`config.mk`:
```
export PLATFORM = sky130hd
export DESIGN_NAME = vc_queue_flat
export DESIGN_NICKNAME = d
export VERILOG_FILES = /design/src/rtl/vc_queue_pkg.sv /design/src/rtl/vc_queue_if.sv /design/src/rtl/vc_queue_ctrl.sv /design/src/rtl/vc_queue.sv /design/src/flat_wrapper.sv
export SDC_FILE = /design/constraint.sdc
export NUM_CORES = 1
export LEC_CHECK = 0
export BUFFER_PORTS_ARGS = -buffer_cell sky130_fd_sc_hd__buf_2
export CORE_MARGIN = 2
export CORE_UTILIZATION = 45
export CTS_CLUSTER_SIZE = 28
export DETAILED_ROUTE_END_ITERATION = 10
export PLACE_DENSITY = 0.65
export SYNTH_ARGS = -nofsm -noshare
export SYNTH_HDL_FRONTEND = slang
export SYNTH_SLANG_ARGS = --single-unit
```
`constraint.sdc`:
```
create_clock -name clk -period 3.2 [get_ports clk]
set_input_delay 0.48 -clock clk [delete_from_list [all_inputs] [get_ports clk]]
set_output_delay 0.48 -clock clk [all_outputs]
set_load 0.01 [all_outputs]
```
`src/rtl/vc_queue_pkg.sv`:
```
// Shared width helpers and bypass-mode constants for the virtual-channel queue.
package vc_queue_pkg;

  typedef enum logic {
    BYPASS_OFF = 1'b0,
    BYPASS_ON  = 1'b1
  } bypass_mode_e;

  // Value of p_bypass that turns on same-cycle enq-to-deq forwarding.
  localparam int c_bypass_on = 32'sd1;

  function automatic int count_width(input int num_entries);
    return $clog2(num_entries + 32'sd1);
  endfunction

  function automatic int vc_width(input int num_vcs);
    return (num_vcs == 32'sd1) ? 32'sd1 : $clog2(num_vcs);
  endfunction

  function automatic int ptr_width(input int num_entries);
    return (num_entries == 32'sd1) ? 32'sd1 : $clog2(num_entries);
  endfunction

endpackage

```
`src/rtl/vc_queue_if.sv`:
```
// Enqueue/dequeue handshake bundle; master is the traffic source/sink, slave is the queue.
interface vc_queue_if #(
  parameter int p_data_width  = 32,
  parameter int p_num_entries = 2,
  parameter int p_num_vcs     = 2
);
  import vc_queue_pkg::*;

  localparam int c_count_width = count_width(p_num_entries);
  localparam int c_vc_width    = vc_width(p_num_vcs);

  logic                               enq_en;
  logic [c_vc_width-1:0]              enq_vc;
  logic [p_data_width-1:0]            enq_msg;
  logic [p_num_vcs-1:0]               enq_rdy;
  logic                               deq_en;
  logic [c_vc_width-1:0]              deq_vc;
  logic [p_data_width-1:0]            deq_msg;
  logic [p_num_vcs-1:0]               deq_rdy;
  logic [p_num_vcs*c_count_width-1:0] count;

  modport master (
    output enq_en, enq_vc, enq_msg, deq_en, deq_vc,
    input  enq_rdy, deq_msg, deq_rdy, count
  );

  modport slave (
    input  enq_en, enq_vc, enq_msg, deq_en, deq_vc,
    output enq_rdy, deq_msg, deq_rdy, count
  );

endinterface

```
`src/rtl/vc_queue_ctrl.sv`:
```
// Pointer/occupancy bookkeeping for a single virtual channel; the payload storage lives in the parent.
module vc_queue_ctrl
  import vc_queue_pkg::*;
#(
  parameter int           p_num_entries = 2,
  parameter bypass_mode_e p_mode        = BYPASS_OFF,
  localparam int          c_count_width = count_width(p_num_entries),
  localparam int          c_ptr_width   = ptr_width(p_num_entries)
) (
  input  logic                     clk,
  input  logic                     reset_n,
  input  logic                     enq_sel_i,
  input  logic                     deq_sel_i,
  output logic                     enq_rdy_o,
  output logic                     deq_rdy_o,
  output logic                     wr_en_o,
  output logic                     bypass_o,
  output logic [c_ptr_width-1:0]   enq_ptr_o,
  output logic [c_ptr_width-1:0]   deq_ptr_o,
  output logic [c_count_width-1:0] count_o
);

  localparam logic [c_count_width-1:0] c_full = c_count_width'(p_num_entries);
  localparam logic [c_ptr_width-1:0]   c_last = c_ptr_width'(p_num_entries - 32'sd1);

  logic [c_ptr_width-1:0]   enq_ptr_q, enq_ptr_d;
  logic [c_ptr_width-1:0]   deq_ptr_q, deq_ptr_d;
  logic [c_count_width-1:0] count_q, count_d;
  logic                     empty_s, enq_fire_s, deq_fire_s, byp_xfer_s, do_enq_s, do_deq_s;

  function automatic logic [c_ptr_width-1:0] ptr_inc(input logic [c_ptr_width-1:0] ptr);
    return (ptr == c_last) ? {c_ptr_width{1'b0}} : ptr + c_ptr_width'(1);
  endfunction

  assign empty_s    = (count_q == {c_count_width{1'b0}});
  assign enq_rdy_o  = (count_q < c_full);
  assign deq_rdy_o  = !empty_s || ((p_mode == BYPASS_ON) && enq_sel_i);
  assign bypass_o   = (p_mode == BYPASS_ON) && empty_s && enq_sel_i;
  assign enq_fire_s = enq_sel_i && enq_rdy_o;
  assign deq_fire_s = deq_sel_i && deq_rdy_o;
  // A forwarded message never touches storage, so neither side advances.
  assign byp_xfer_s = bypass_o && enq_fire_s && deq_fire_s;
  assign do_enq_s   = enq_fire_s && !byp_xfer_s;
  assign do_deq_s   = deq_fire_s && !byp_xfer_s;

  assign wr_en_o   = do_enq_s;
  assign enq_ptr_o = enq_ptr_q;
  assign deq_ptr_o = deq_ptr_q;
  assign count_o   = count_q;

  // Next-state for pointers and occupancy.
  always_comb begin
    enq_ptr_d = enq_ptr_q;
    deq_ptr_d = deq_ptr_q;
    count_d   = count_q;
    if (do_enq_s) begin
      enq_ptr_d = ptr_inc(enq_ptr_q);
    end else begin
      enq_ptr_d = enq_ptr_q;
    end
    if (do_deq_s) begin
      deq_ptr_d = ptr_inc(deq_ptr_q);
    end else begin
      deq_ptr_d = deq_ptr_q;
    end
    case ({do_enq_s, do_deq_s})
      2'b10:   count_d = count_q + c_count_width'(1);
      2'b01:   count_d = count_q - c_count_width'(1);
      default: count_d = count_q;
    endcase
  end

  // State registers, cleared asynchronously.
  always_ff @(posedge clk or negedge reset_n) begin
    if (!reset_n) begin
      enq_ptr_q <= {c_ptr_width{1'b0}};
      deq_ptr_q <= {c_ptr_width{1'b0}};
      count_q   <= {c_count_width{1'b0}};
    end else begin
      enq_ptr_q <= enq_ptr_d;
      deq_ptr_q <= deq_ptr_d;
      count_q   <= count_d;
    end
  end

endmodule

```
`src/rtl/vc_queue.sv`:
```
// Multi-VC FIFO: one control slice and one un-reset storage bank per VC, plus the head-of-line mux.
module vc_queue
  import vc_queue_pkg::*;
#(
  parameter int p_data_width  = 32,
  parameter int p_num_entries = 2,
  parameter int p_num_vcs     = 2,
  parameter int p_bypass      = 0
) (
  input  logic      clk,
  input  logic      reset_n,
  vc_queue_if.slave vcq
);

  localparam int           c_count_width = count_width(p_num_entries);
  localparam int           c_ptr_width   = ptr_width(p_num_entries);
  localparam bypass_mode_e c_mode        = (p_bypass == c_bypass_on) ? BYPASS_ON : BYPASS_OFF;

  logic [p_num_vcs-1:0]                    enq_rdy_s, deq_rdy_s, wr_en_s, bypass_s;
  logic [p_num_vcs-1:0][c_ptr_width-1:0]   enq_ptr_s, deq_ptr_s;
  logic [p_num_vcs-1:0][c_count_width-1:0] count_s;
  logic [p_data_width-1:0]                 head_s [p_num_vcs];
  logic [p_data_width-1:0]                 deq_msg_s;
  logic                                    deq_vc_ok_s;

  for (genvar v = 0; v < p_num_vcs; v++) begin : g_vc
    logic [p_data_width-1:0] mem_q [p_num_entries];

    vc_queue_ctrl #(
      .p_num_entries (p_num_entries),
      .p_mode        (c_mode)
    ) u_ctrl (
      .clk       (clk),
      .reset_n   (reset_n),
      .enq_sel_i (vcq.enq_en && (int'(vcq.enq_vc) == v)),
      .deq_sel_i (vcq.deq_en && (int'(vcq.deq_vc) == v)),
      .enq_rdy_o (enq_rdy_s[v]),
      .deq_rdy_o (deq_rdy_s[v]),
      .wr_en_o   (wr_en_s[v]),
      .bypass_o  (bypass_s[v]),
      .enq_ptr_o (enq_ptr_s[v]),
      .deq_ptr_o (deq_ptr_s[v]),
      .count_o   (count_s[v])
    );

    // Payload bank; contents are qualified by count, so no reset is needed.
    always_ff @(posedge clk) begin
      if (wr_en_s[v]) begin
        mem_q[enq_ptr_s[v]] <= vcq.enq_msg;
      end
    end

    assign head_s[v] = mem_q[deq_ptr_s[v]];
  end

  assign deq_vc_ok_s = (int'(vcq.deq_vc) < p_num_vcs);

  // Head-of-line select; an empty VC being written this cycle forwards enq_msg in bypass mode.
  always_comb begin
    deq_msg_s = {p_data_width{1'b0}};
    if (deq_vc_ok_s) begin
      if (bypass_s[vcq.deq_vc]) begin
        deq_msg_s = vcq.enq_msg;
      end else begin
        deq_msg_s = head_s[vcq.deq_vc];
      end
    end else begin
      deq_msg_s = {p_data_width{1'b0}};
    end
  end

  assign vcq.enq_rdy = enq_rdy_s;
  assign vcq.deq_rdy = deq_rdy_s;
  assign vcq.deq_msg = deq_msg_s;
  assign vcq.count   = count_s;

endmodule

```
`src/flat_wrapper.sv`:
```
// flat-port wrapper written by rule: the top's interface ports become plain ports
module vc_queue_flat import vc_queue_pkg::*;
#(
  parameter int p_data_width  = 32,
  parameter int p_num_entries = 2,
  parameter int p_num_vcs     = 2,
  parameter int p_bypass      = 0
)
  (clk, reset_n, vcq_enq_en, vcq_enq_vc, vcq_enq_msg, vcq_deq_en, vcq_deq_vc, vcq_enq_rdy, vcq_deq_msg, vcq_deq_rdy, vcq_count);
  vc_queue_if #(.p_data_width(p_data_width), .p_num_entries(p_num_entries), .p_num_vcs(p_num_vcs)) vcq_i ();
  input  logic clk;
  input  logic reset_n;
  input wire logic [$bits(vcq_i.enq_en)-1:0] vcq_enq_en;
  input wire logic [$bits(vcq_i.enq_vc)-1:0] vcq_enq_vc;
  input wire logic [$bits(vcq_i.enq_msg)-1:0] vcq_enq_msg;
  input wire logic [$bits(vcq_i.deq_en)-1:0] vcq_deq_en;
  input wire logic [$bits(vcq_i.deq_vc)-1:0] vcq_deq_vc;
  output wire logic [$bits(vcq_i.enq_rdy)-1:0] vcq_enq_rdy;
  output wire logic [$bits(vcq_i.deq_msg)-1:0] vcq_deq_msg;
  output wire logic [$bits(vcq_i.deq_rdy)-1:0] vcq_deq_rdy;
  output wire logic [$bits(vcq_i.count)-1:0] vcq_count;
  assign vcq_i.enq_en = vcq_enq_en;
  assign vcq_i.enq_vc = vcq_enq_vc;
  assign vcq_i.enq_msg = vcq_enq_msg;
  assign vcq_i.deq_en = vcq_deq_en;
  assign vcq_i.deq_vc = vcq_deq_vc;
  assign vcq_enq_rdy = vcq_i.enq_rdy;
  assign vcq_deq_msg = vcq_i.deq_msg;
  assign vcq_deq_rdy = vcq_i.deq_rdy;
  assign vcq_count = vcq_i.count;
  vc_queue #(.p_data_width(p_data_width), .p_num_entries(p_num_entries), .p_num_vcs(p_num_vcs), .p_bypass(p_bypass)) u_core (.clk(clk), .reset_n(reset_n), .vcq(vcq_i));
endmodule
```
[Yosys cells after proc, flatten, opt, wreduce, memory -nomap -nowiden]
Memories as Yosys holds them, arrays and structs flattened.
Cells that the tools add are included.
Cells by class
  eq/ne operators: 4
  $mul: 0
  reductions and logical operators: 14
  shift-type cells: 0
  add/sub/neg operators: 8
  order comparisons: 4
  bitwise logic cells: 3
  multiplexer cells: 15
  div/mod/pow operators: 0
Operators by type and width (count)
  $mux 32: 4
  $mux 1: 9
  $logic_and 1x1->1: 8
  $pmux 2 s2: 2
  $add 1x1->1 const B: 4
  $add 2x1->2 const B: 2
  $eq 2x1->1 const B: 2
  $eq 2x2->1 const B: 2
  $logic_not 2->1: 2
  $lt 2x2->1 const B: 2
  $reduce_bool 2->1: 2
  $sub 2x1->2 const B: 2
  $ge 2x2->1 const B: 1
  $logic_not 1->1: 2
  $lt 1x2->1 const B: 1
  $not 1->1: 2
  $not 1->2: 1
Word-level totals
  bits in latches: 0
  ROM bits: 0
  word-level logic and storage cells: 56
  memories: 2
  output and inout port bits: 40
  RAM bits: 128
  bits in registers: 8
  input bits: 38
Memories
  u_core.g_vc[0].mem_q: words 2, bits a word 32, read ports 1, clocked after memory_dff 0, write ports 1, RTL line vc_queue.sv:27  | logic [p_data_width-1:0] mem_q [p_num_entries];
  u_core.g_vc[1].mem_q: words 2, bits a word 32, read ports 1, clocked after memory_dff 0, write ports 1, RTL line vc_queue.sv:27

[Longest topological paths before layout]
Gate-level depths: netlist (run 1).
  depth in word-level cells: 5
  depth in mapped cells: 6
  depth with buffers taken out: 6

[Modules after synthesis]
A second synthesis (run 1) with hierarchy kept.
Second synthesis, totals
  cells, all modules: 394
  area, all modules: 6112.1 um2
Modules (own cells, without submodules)
  vc_queue: cells an instance 358, area an instance 5711.7 um2, instances 1, sequential area each 3843.7 um2
  vc_queue_ctrl: cells an instance 18, area an instance 200.2 um2, instances 2, sequential area each 100.1 um2

[Worst setup path after synthesis (run 1)]
Ideal clock, no wire load.
  kind: in2reg
  from: in vcq_enq_vc
  to: mem u_core.g_vc[0].mem_q[0][0] (enable)
  library setup time: 421 ps
  required time: 2779 ps
  arrival: 2082 ps
  stages: 2
  setup slack: 697 ps
  path buffers: 0
  cell sequence: nand3b_1 nor2_1
Between the ends
  longest elaborated chain between the ends: 5
Ends and longest elaborated chain
  from (decl): RTL line flat_wrapper.sv:14  | input wire logic [$bits(vcq_i.enq_vc)-1:0] vcq_enq_vc;
  $not 1->1: RTL line vc_queue.sv:35  | .enq_sel_i (vcq.enq_en && (int'(vcq.enq_vc) == v)),
  $logic_and 1x1->1: RTL line vc_queue.sv:35
  $logic_and 1x1->1: RTL line vc_queue_ctrl.sv:39  | assign enq_fire_s = enq_sel_i && enq_rdy_o;
  $mux 1: RTL line vc_queue.sv:48  | if (wr_en_s[v]) begin
  $mux 1 (not written as such): RTL line vc_queue.sv:49  | mem_q[enq_ptr_s[v]] <= vcq.enq_msg;
  to (decl): RTL line vc_queue.sv:27
Every way passes these cells.

[Worst setup path in the final report (run 1)]
  from: reg u_core.g_vc[0].u_ctrl.deq_ptr_q
  to: out vcq_deq_msg[17]
Between the ends
  longest elaborated chain between the ends: 5
Ends and longest elaborated chain
  from (decl): RTL line vc_queue_ctrl.sv:27  | logic [c_ptr_width-1:0] deq_ptr_q, deq_ptr_d;
  from (signal assigned): RTL line vc_queue_ctrl.sv:77  | deq_ptr_q <= {c_ptr_width{1'b0}};
  from (signal assigned): RTL line vc_queue_ctrl.sv:81  | deq_ptr_q <= deq_ptr_d;
  $mem_v2 2x32
  $mux 32 (not written as such) (3 in series): RTL line vc_queue.sv:65  | deq_msg_s = head_s[vcq.deq_vc];
  $mux 32: RTL line vc_queue.sv:62  | if (bypass_s[vcq.deq_vc]) begin
  to (decl): RTL line flat_wrapper.sv:19  | output wire logic [$bits(vcq_i.deq_msg)-1:0] vcq_deq_msg;
Every way passes these cells. The select of a mux whose other input is x is not followed.

==> metrics.cfg, run 1 <==
[run_status]
status=finished clean

[routing]
drt_pass1_iterations=4
routed.top_layer=met4
vias=2872
first_iter_violations=147
wl_met3_um=579
drc=0
routed_wl_um=9810
met2_wirelength_um=5010
wl_met1_um=4130
wire_per_inst_um=17.5
avgViaCountPerCell=5.14
ant_nets=0

[sta]
skew_ps=6.69
timing.hold.ws_ps=277
hold_violations=0
max_freq_ghz=0.387
fin_crit_ps=2580
rsz0062_at_grt=no
maxSlewViolCount=0
setup_violations=0
fin_setup_tns_ps=0
tightest_slew_ps=620
finalCritPeriodShare_pct=80.7
slew_headroom_pct=58.6

[global_route]
grt_max_degree=35
first_global_vias=3117
grt_pass1_wl_um=15900
antenna_found_initial=0
grt_usage_pct=16.5
grt_overflow_total=0

[cells_and_area]
fill_cells=987
nets=440
finalInstanceArea_mm2=0.00662
synthToLayoutAreaGrowth_pct=20.0
finalCoreUtilization_pct=55.3
drive_above_1_share_pct=35.7
num_antenna_cells=0

[place]
placedInstanceArea_mm2=0.00602
dp_hpwl_um=5840
place.gp.congestion=0.696
portBuffers=77

[floorplan]
io_pins=78
die_h_um=115
dieArea_mm2=0.0131
die_w_um=115
rows=40
initial_core_util_pct=46.1
fp.coreArea_mm2=0.0120

[job]
maxCapViolCount=0

[cts]
ctsResizeCount=0
cts_tree=built
root_buffer=clkbuf_16
cts_max_path_buffers=2
htreeDepth=4
cts.clk_slew.worst_paths_ps=50
cts_hold_buf=1
cts_buffers=17
postCtsSetupBuffers=0
insertion_delay_ps=410
cts_sinks=136

[power]
p_int_mw=4.01
finalPower_mw=5.56
clockPowerShare_pct=35.0
leakage_nw=2.38
vdd_drop_max_mv=0.465
power.density_mw_per_mm2=840
p_seq_share_pct=41.7
comb_power_share_pct=23.3
power_switching_mw=1.55
p_sw_share_pct=27.9

[synth]
ys.flop_type=edfxtp_1
ys_ff_latch=136
ys_seq_area_share_pct=73.4
synth_area_leaders=edfxtp_1 70%, a211oi_2 6.6%, mux2i_1 5.8%
synth.most_common_cell=edfxtp_1
synth_largest_area_cell=edfxtp_1
avgSynthCellArea_um2=17.5
netlist.area_leader.share_pct=69.8
postSynthCellCount=314
async_flop_share_pct=5.88
syn_area_mm2=0.00551
synthTopCellsByCount=128 x edfxtp_1, 32 x a21oi_1, 32 x mux2i_1
synthesis.nets=354
synth_edf_count=128
synth_cell_types=24
yosys_warnings=0

[worst_setup_path]
startpoint_type=register
critPathCaptureType=output pin
crit_arrival_ps=2100
cp.required_ps=2720
cp_max_fo=27
path_class=reg -> out

[worst_hold_path]
hold_path.class=in -> reg

cells in the final DEF (no fill, tap or decap), types with 4 or more instances in the layout:
cell type / n
nor2b_1: 27
dfrtp_1: 6
clkinv_1: 6
edfxtp_1: 128
buf_4: 9
and2b_1: 5
a21oi_1: 32
buf_2: 77
inv_1: 4
xnor2_1: 8
bufinv_16: 4
a211oi_2: 29
nor2_4: 4
clkbuf_16: 17
mux2i_1: 32
critical path, cell delays in order (launching register included):
cell	delay, ps
dfrtp_2	770
buf_4	310
and2b_1	210
a211oi_2	190
a21oi_1	60
buf_2	160
cell families (layout without fill, tap and decap cells):
| kind of cell | Yosys count | in the layout | synth area share, % |
|---|---|---|---|
| AOI/OAI and AO/OA | 64 | 64 | 9.90 |
| adders and majority gates | 2 | 2 | 0.454 |
| xor gates and xnor gates | 10 | 10 | 1.59 |
| buffers and inverters | 26 | 124 | 3.97 |
| and+or+nand+nor | 44 | 44 | 4.88 |
| DFF | 136 | 136 | 73.4 |
| muxes | 32 | 32 | 5.81 |
per-stage QoR:
stage          std cells  worst slack, ps
4_1_cts              559              583
3_5_place_dp         527             1040
2_1_floorplan        314              697
5_1_grt              559              467
3_3_place_gp         527             1070
6_report             559              618
final timing paths:
path                            cells past startpoint  slack, ps                              from                               end
worst min register to register                      1        540  u_core.g_vc[1].u_ctrl.count_o[0]  u_core.g_vc[1].u_ctrl.count_o[0]
worst min-delay path                                1        280                   vcq_enq_msg[24]       u_core.g_vc[1].mem_q[1][24]
worst max-delay path                                5        620   u_core.g_vc[0].u_ctrl.deq_ptr_o                   vcq_deq_msg[17]
min in group asynchronous                           2        450                           reset_n  u_core.g_vc[0].u_ctrl.count_o[1]
worst max register to register                      4       1330  u_core.g_vc[0].u_ctrl.count_o[1]       u_core.g_vc[0].mem_q[1][18]
max in group asynchronous                           2       2560                           reset_n   u_core.g_vc[0].u_ctrl.deq_ptr_o
area by class of cell:
cell class | instances | area (µm²) | area share, %
repair buffers | 89 | 503 | 7.60
inverters | 4 | 15.0 | 0.227
multi-input cells | 152 | 1280 | 19.3
clock buffers | 18 | 429 | 6.49
clock inverters | 13 | 160 | 2.42
flip-flops and latches | 136 | 4050 | 61.2
well taps | 147 | 184 | 2.78
per-layer routing:
layer  vias up  global-route usage [%]
met5         -                       0
met3         9                    7.20
li1       1374                       -
met2        72                    26.7
met1      1417                    19.9
met4         0                    5.69
sequential cells by signal, summed over array words and instances (netlist names):
signal / count
u_core.g_vc.u_ctrl.count_o: 4
u_core.g_vc.mem_q: 128
u_core.g_vc.u_ctrl.enq_ptr_o: 2
u_core.g_vc.u_ctrl.deq_ptr_o: 2
power by group through the flow:
stage,clock (mW),sequential (mW),combinational (mW)
floorplan,0,2.29,1.09
global placement,0,2.35,1.29
detailed placement,0,2.36,1.31
global route,2.06,2.35,1.43
CTS,1.99,2.32,1.32
finish,1.94,2.32,1.29
(Power assumes the default switching activity.)
==> run 2, diff against run 1 <==
==> constraint.sdc (replaced) <==
create_clock -name clk -period 2.65 [get_ports clk]
set_input_delay 0.3975 -clock clk [delete_from_list [all_inputs] [get_ports clk]]
set_output_delay 0.3975 -clock clk [all_outputs]
set_load 0.01 [all_outputs]
==> metrics.cfg, run 2 (synthesized netlist as in run 1, its figures left out) <==
[cts]
cts_hold_buf=1
cts_tree=built
cts_max_path_buffers=2
cts_sinks=136
root_buffer=clkbuf_16
cts_buffers=17
postCtsSetupBuffers=0
cts.clk_slew.worst_paths_ps=60
insertion_delay_ps=410
htreeDepth=4
ctsResizeCount=0

[sta]
finalCritPeriodShare_pct=86.2
slew_headroom_pct=64.3
skew_ps=4.70
tightest_slew_ps=534
max_freq_ghz=0.438
maxSlewViolCount=0
setup_violations=0
rsz0062_at_grt=no
hold_violations=0
fin_crit_ps=2290
fin_setup_tns_ps=0

[place]
place.gp.congestion=0.727
portBuffers=77
dp_hpwl_um=6170

[floorplan]
die_h_um=115
initial_core_util_pct=46.1
io_pins=78
fp.coreArea_mm2=0.0120
die_w_um=115
rows=40
dieArea_mm2=0.0131

[worst_hold_path]
hold_path.class=in -> reg

[routing]
drc=0
ant_nets=0
vias=2869
drt_pass1_iterations=4
avgViaCountPerCell=5.12
routed_wl_um=9870
wire_per_inst_um=17.6
first_iter_violations=129

[worst_setup_path]
crit_arrival_ps=1890
startpoint_type=register
critPathCaptureType=output pin
cp_max_fo=20
cp.required_ps=2250
path_class=reg -> out

[run_status]
status=finished clean

[job]
maxCapViolCount=0

[cells_and_area]
final_cell_mix=128 x edfxtp_1, 77 x buf_2, 32 x mux2i_1, 32 x a21oi_1, 29 x a211oi_2
nets=440
num_antenna_cells=0
mostFrequentLayoutCell=edfxtp_1
largest_reg_flops=128
finalCoreUtilization_pct=55.3
synthToLayoutAreaGrowth_pct=20.1
drive_above_1_share_pct=37.0

[global_route]
first_global_vias=2960
grt_max_degree=67
grt_usage_pct=16.1
antenna_found_initial=0
grt_pass1_wl_um=15700
grt_overflow_total=0

[power]
vdd_drop_max_mv=0.517
finalPower_mw=6.56
power.density_mw_per_mm2=992
leakage_nw=2.37

run 2: cell count changes in the layout (fill, tap and decap cells not counted), sizes merged:
cell      delta
bufinv       -3
clkinvlp     +4
clkinv       -2
inv          +3
clkbuf       -1
run 2: worst paths after layout:
path | startpoint | endpoint | slack, ps | cells after the start
worst max-delay path | u_core.g_vc[0].u_ctrl.deq_ptr_o | vcq_deq_msg[5] | 360 | 5
worst min-delay path | vcq_enq_msg[10] | u_core.g_vc[0].mem_q[1][10] | 210 | 1
min in group asynchronous | reset_n | u_core.g_vc[1].u_ctrl.count_o[1] | 380 | 2
max in group asynchronous | reset_n | u_core.g_vc[1].u_ctrl.deq_ptr_o | 2080 | 2
worst max register to register | u_core.g_vc[0].u_ctrl.count_o[1] | u_core.g_vc[0].mem_q[1][0] | 770 | 4
worst min register to register | u_core.g_vc[0].u_ctrl.count_o[0] | u_core.g_vc[0].u_ctrl.count_o[0] | 540 | 1
run 2: per-stage QoR:
stage | std cells | hold WS [ps] | setup WS (ps) | instance area (µm²)
floorplan | 314 | 102 | 179 | 5510
global placement | 527 | 261 | 715 | 6050
detailed placement | 527 | 260 | 659 | 6050
CTS | 560 | 195 | 339 | 6620
global route | 560 | 197 | 209 | 6620
finish | 560 | 208 | 365 | 6620
run 2: critical path: stages, from the launching register on:
cell	delay, ps
dfrtp_2	570
buf_4	330
nor2b_1	80
a211oi_1	290
a21oi_1	60
buf_2	160
run 2: report_power, final:
part	internal, mW	switching, mW
sequential	2.62	0.176
clock	1.29	0.887
combinational	0.706	0.883
total	4.62	1.95
run 2: area by class of cell:
cell class	count	area, µm²
Clock buffer	17	425
Sequential cell	136	4050
Clock inverter	15	129
Inverter	4	15.0
Tap cell	147	184
Multi-Input combinational cell	152	1280
Fill cell	971	5340
Timing Repair Buffer	89	541
run 2: per-layer routing:
layer,GRT usage [%],part of all wire [%],up-vias
met5,0,0,-
met4,4.88,1.2,0
met3,4.50,4.1,10
met2,26.1,50,63
met1,21.2,44,1419
li1,-,-,1377
==> run 3, diff against run 2 <==
--- a/config.mk
+++ b/config.mk
@@ -13,4 +13,5 @@
 export PLACE_DENSITY = 0.65
 export SYNTH_ARGS = -nofsm -noshare
 export SYNTH_HDL_FRONTEND = slang
+export SYNTH_HIERARCHICAL = 1
 export SYNTH_SLANG_ARGS = --single-unit
==> constraint.sdc (replaced) <==
create_clock -name clk -period 2.9 [get_ports clk]
set_input_delay 0.435 -clock clk [delete_from_list [all_inputs] [get_ports clk]]
set_output_delay 0.435 -clock clk [all_outputs]
set_load 0.01 [all_outputs]
==> metrics.cfg, run 3 <==
[worst_hold_path]
hold_path.class=in -> reg

[synth]
synth_largest_area_cell=edfxtp_1
yosys.area_share.simple_pct=4.99
postSynthCellCount=394
synth_edf_count=128
synth.area.mux_share_pct=13.0
synth_cell_types=25
synth_top_family_by_area=multiplexers
synth.most_common_cell=edfxtp_1
synth_fa_ha_area_share_pct=0.409
async_flop_share_pct=5.88
netlist.area_leader.share_pct=62.9
synth_compound_area_share_pct=9.83
synthesis.nets=434
synth_area_leaders=edfxtp_1 63%, mux2_4 7.4%, mux2i_1 5.2%
yosys_warnings=6
ys_seq_area_share_pct=66.2
ys_ff_latch=136
avgSynthCellArea_um2=15.5
synthXorXnorAreaFrac_pct=1.43
ys.flop_type=edfxtp_1
syn_area_mm2=0.00611

[cts]
cts_sinks=136
cts_tree=built
postCtsSetupBuffers=0
htreeDepth=4
cts.clk_slew.worst_paths_ps=50
cts_buffers=17
cts_max_path_buffers=2
insertion_delay_ps=410
root_buffer=clkbuf_16

[cells_and_area]
num_antenna_cells=0
finalCoreUtilization_pct=54.5
synthToLayoutAreaGrowth_pct=18.0
final_cell_mix=128 x edfxtp_1, 77 x buf_2
nets=510
mostFrequentLayoutCell=edfxtp_1
finalInstanceArea_mm2=0.00721
finalNonFillerCells=659
drive_above_1_share_pct=31.7
largest_reg_flops=128

[power]
leakage_nw=2.68
power.density_mw_per_mm2=860
p_seq_share_pct=41.9
clockPowerShare_pct=34.8
power_switching_mw=1.66
comb_power_share_pct=23.3
p_sw_share_pct=26.7
vdd_drop_max_mv=0.520
p_int_mw=4.55
finalPower_mw=6.20

[floorplan]
die_h_um=121
io_pins=78
fp.coreArea_mm2=0.0132
initial_core_util_pct=46.2
dieArea_mm2=0.0145
die_w_um=121
rows=42

[worst_setup_path]
crit_path_top_delay_cell=dfrtp_2
crit_path_max_incr_delay_ps=670
path_class=reg -> out
worstPathCellList=buf_12 > mux2_4 > mux2i_1 > o22ai_1 > buf_2
cp_top_family=flip-flops
cp.required_ps=2470
path_buf_inv=2
startpoint_type=register
crit_arrival_ps=2100
cp_max_fo=20
r2r_setup_slack_ps=1040
critPathCaptureType=output pin

[routing]
vias=3486
routed_wl_um=12000
avgViaCountPerCell=5.29
drt_pass1_iterations=6
ant_nets=0
wire_per_inst_um=18.2
first_iter_violations=273
drc=0

[sta]
skew_ps=5.86
tightest_slew_ps=905
finalCritPeriodShare_pct=87.4
hold_violations=0
slew_headroom_pct=39.7
rsz0062_at_grt=no
setup_violations=0
maxSlewViolCount=0
max_freq_ghz=0.394
fin_setup_tns_ps=0
fin_crit_ps=2540

[global_route]
antenna_found_initial=0
first_global_vias=3426
grt_max_degree=37
grt_overflow_total=0
grt_usage_pct=17.5
grt_pass1_wl_um=18800

[run_status]
status=finished clean

[job]
maxCapViolCount=0

[place]
dpl.cell_count=626
portBuffers=77
place.gp.congestion=0.726
dp_hpwl_um=7210
placedInstanceArea_mm2=0.00661

run 3: cell count changes after synthesis, sizes merged, moves of 4 or more:
cell,change
a21oi,-32
and2,+6
clkbuf,+7
mux2,+32
nor2,-4
nor2b,+5
o21ai,+32
o22ai,+32
run 3: logic make-up after synthesis:
logic type	Yosys count
flip-flops	136
AO/OA/AOI/OAI	96
multiplexers	64
AND/OR/NAND/NOR	48
buffers and inverters	36
XOR/XNOR	10
adder cells (fa/ha/maj)	2
other	2
run 3: worst paths after layout:
path | end | start | cells after the start
hold / removal | u_core/g_vc[1].mem_q[0][4] | vcq_enq_msg[4] | 1
hold reg to reg | u_core/g_vc[0].u_ctrl/enq_ptr_o | u_core/g_vc[0].u_ctrl/enq_ptr_o | 1
setup reg to reg | u_core/g_vc[0].mem_q[1][21] | u_core/g_vc[0].u_ctrl/count_o[1] | 4
min in group asynchronous | u_core/g_vc[1].u_ctrl/enq_ptr_o | reset_n | 2
max in group asynchronous | u_core/g_vc[1].u_ctrl/deq_ptr_o | reset_n | 2
setup / recovery | vcq_deq_msg[1] | u_core/g_vc[0].u_ctrl/deq_ptr_o | 5
run 3: worst register-to-register path, delay by kind of cell (launching register included):
family	cells	cell delay (ps)
flops	1	390
buf+inv	2	210
simple gates	2	850
run 3: power groups by stage:
stage               sequential (mW)  clock [mW]  combinational (mW)
floorplan                      2.52           0                1.24
finish                         2.60        2.16                1.44
global route                   2.63        2.29                1.57
detailed placement             2.65           0                1.45
global placement               2.63           0                1.43
CTS                            2.61        2.21                1.46
run 3: final cells by class:
cell class / instances / area, µm²
sequential: 136 / 4050
clock buffer: 20 / 437
clock inverter: 12 / 156
tap: 176 / 220
inverter: 5 / 18.8
timing repair buffer: 88 / 495
multi-input combinational: 222 / 1840
fill: 1123 / 6030
run 3: metal layers:
metal | track usage, % | routed length (µm) | vias to the layer above
li1 | - | - | 1675
met1 | 22.7 | 5390 | 1698
met2 | 28.4 | 5840 | 105
met3 | 5.05 | 672 | 8
met4 | 5.96 | 99 | 0
met5 | 0 | 0 | -
run 3: repair_timing:
action	4_1_cts	5_1_grt
hold buffers	1	0
endpoints found under the hold margin	8	0
gates resized for setup	0	0
run 3: metrics by stage:
step | setup WS [ps] | hold slack (ps)
after floorplan | 274 | 139
after global placement | 790 | 300
after detailed placement | 769 | 296
after CTS | 331 | 250
after global routing | 224 | 263
final | 365 | 267
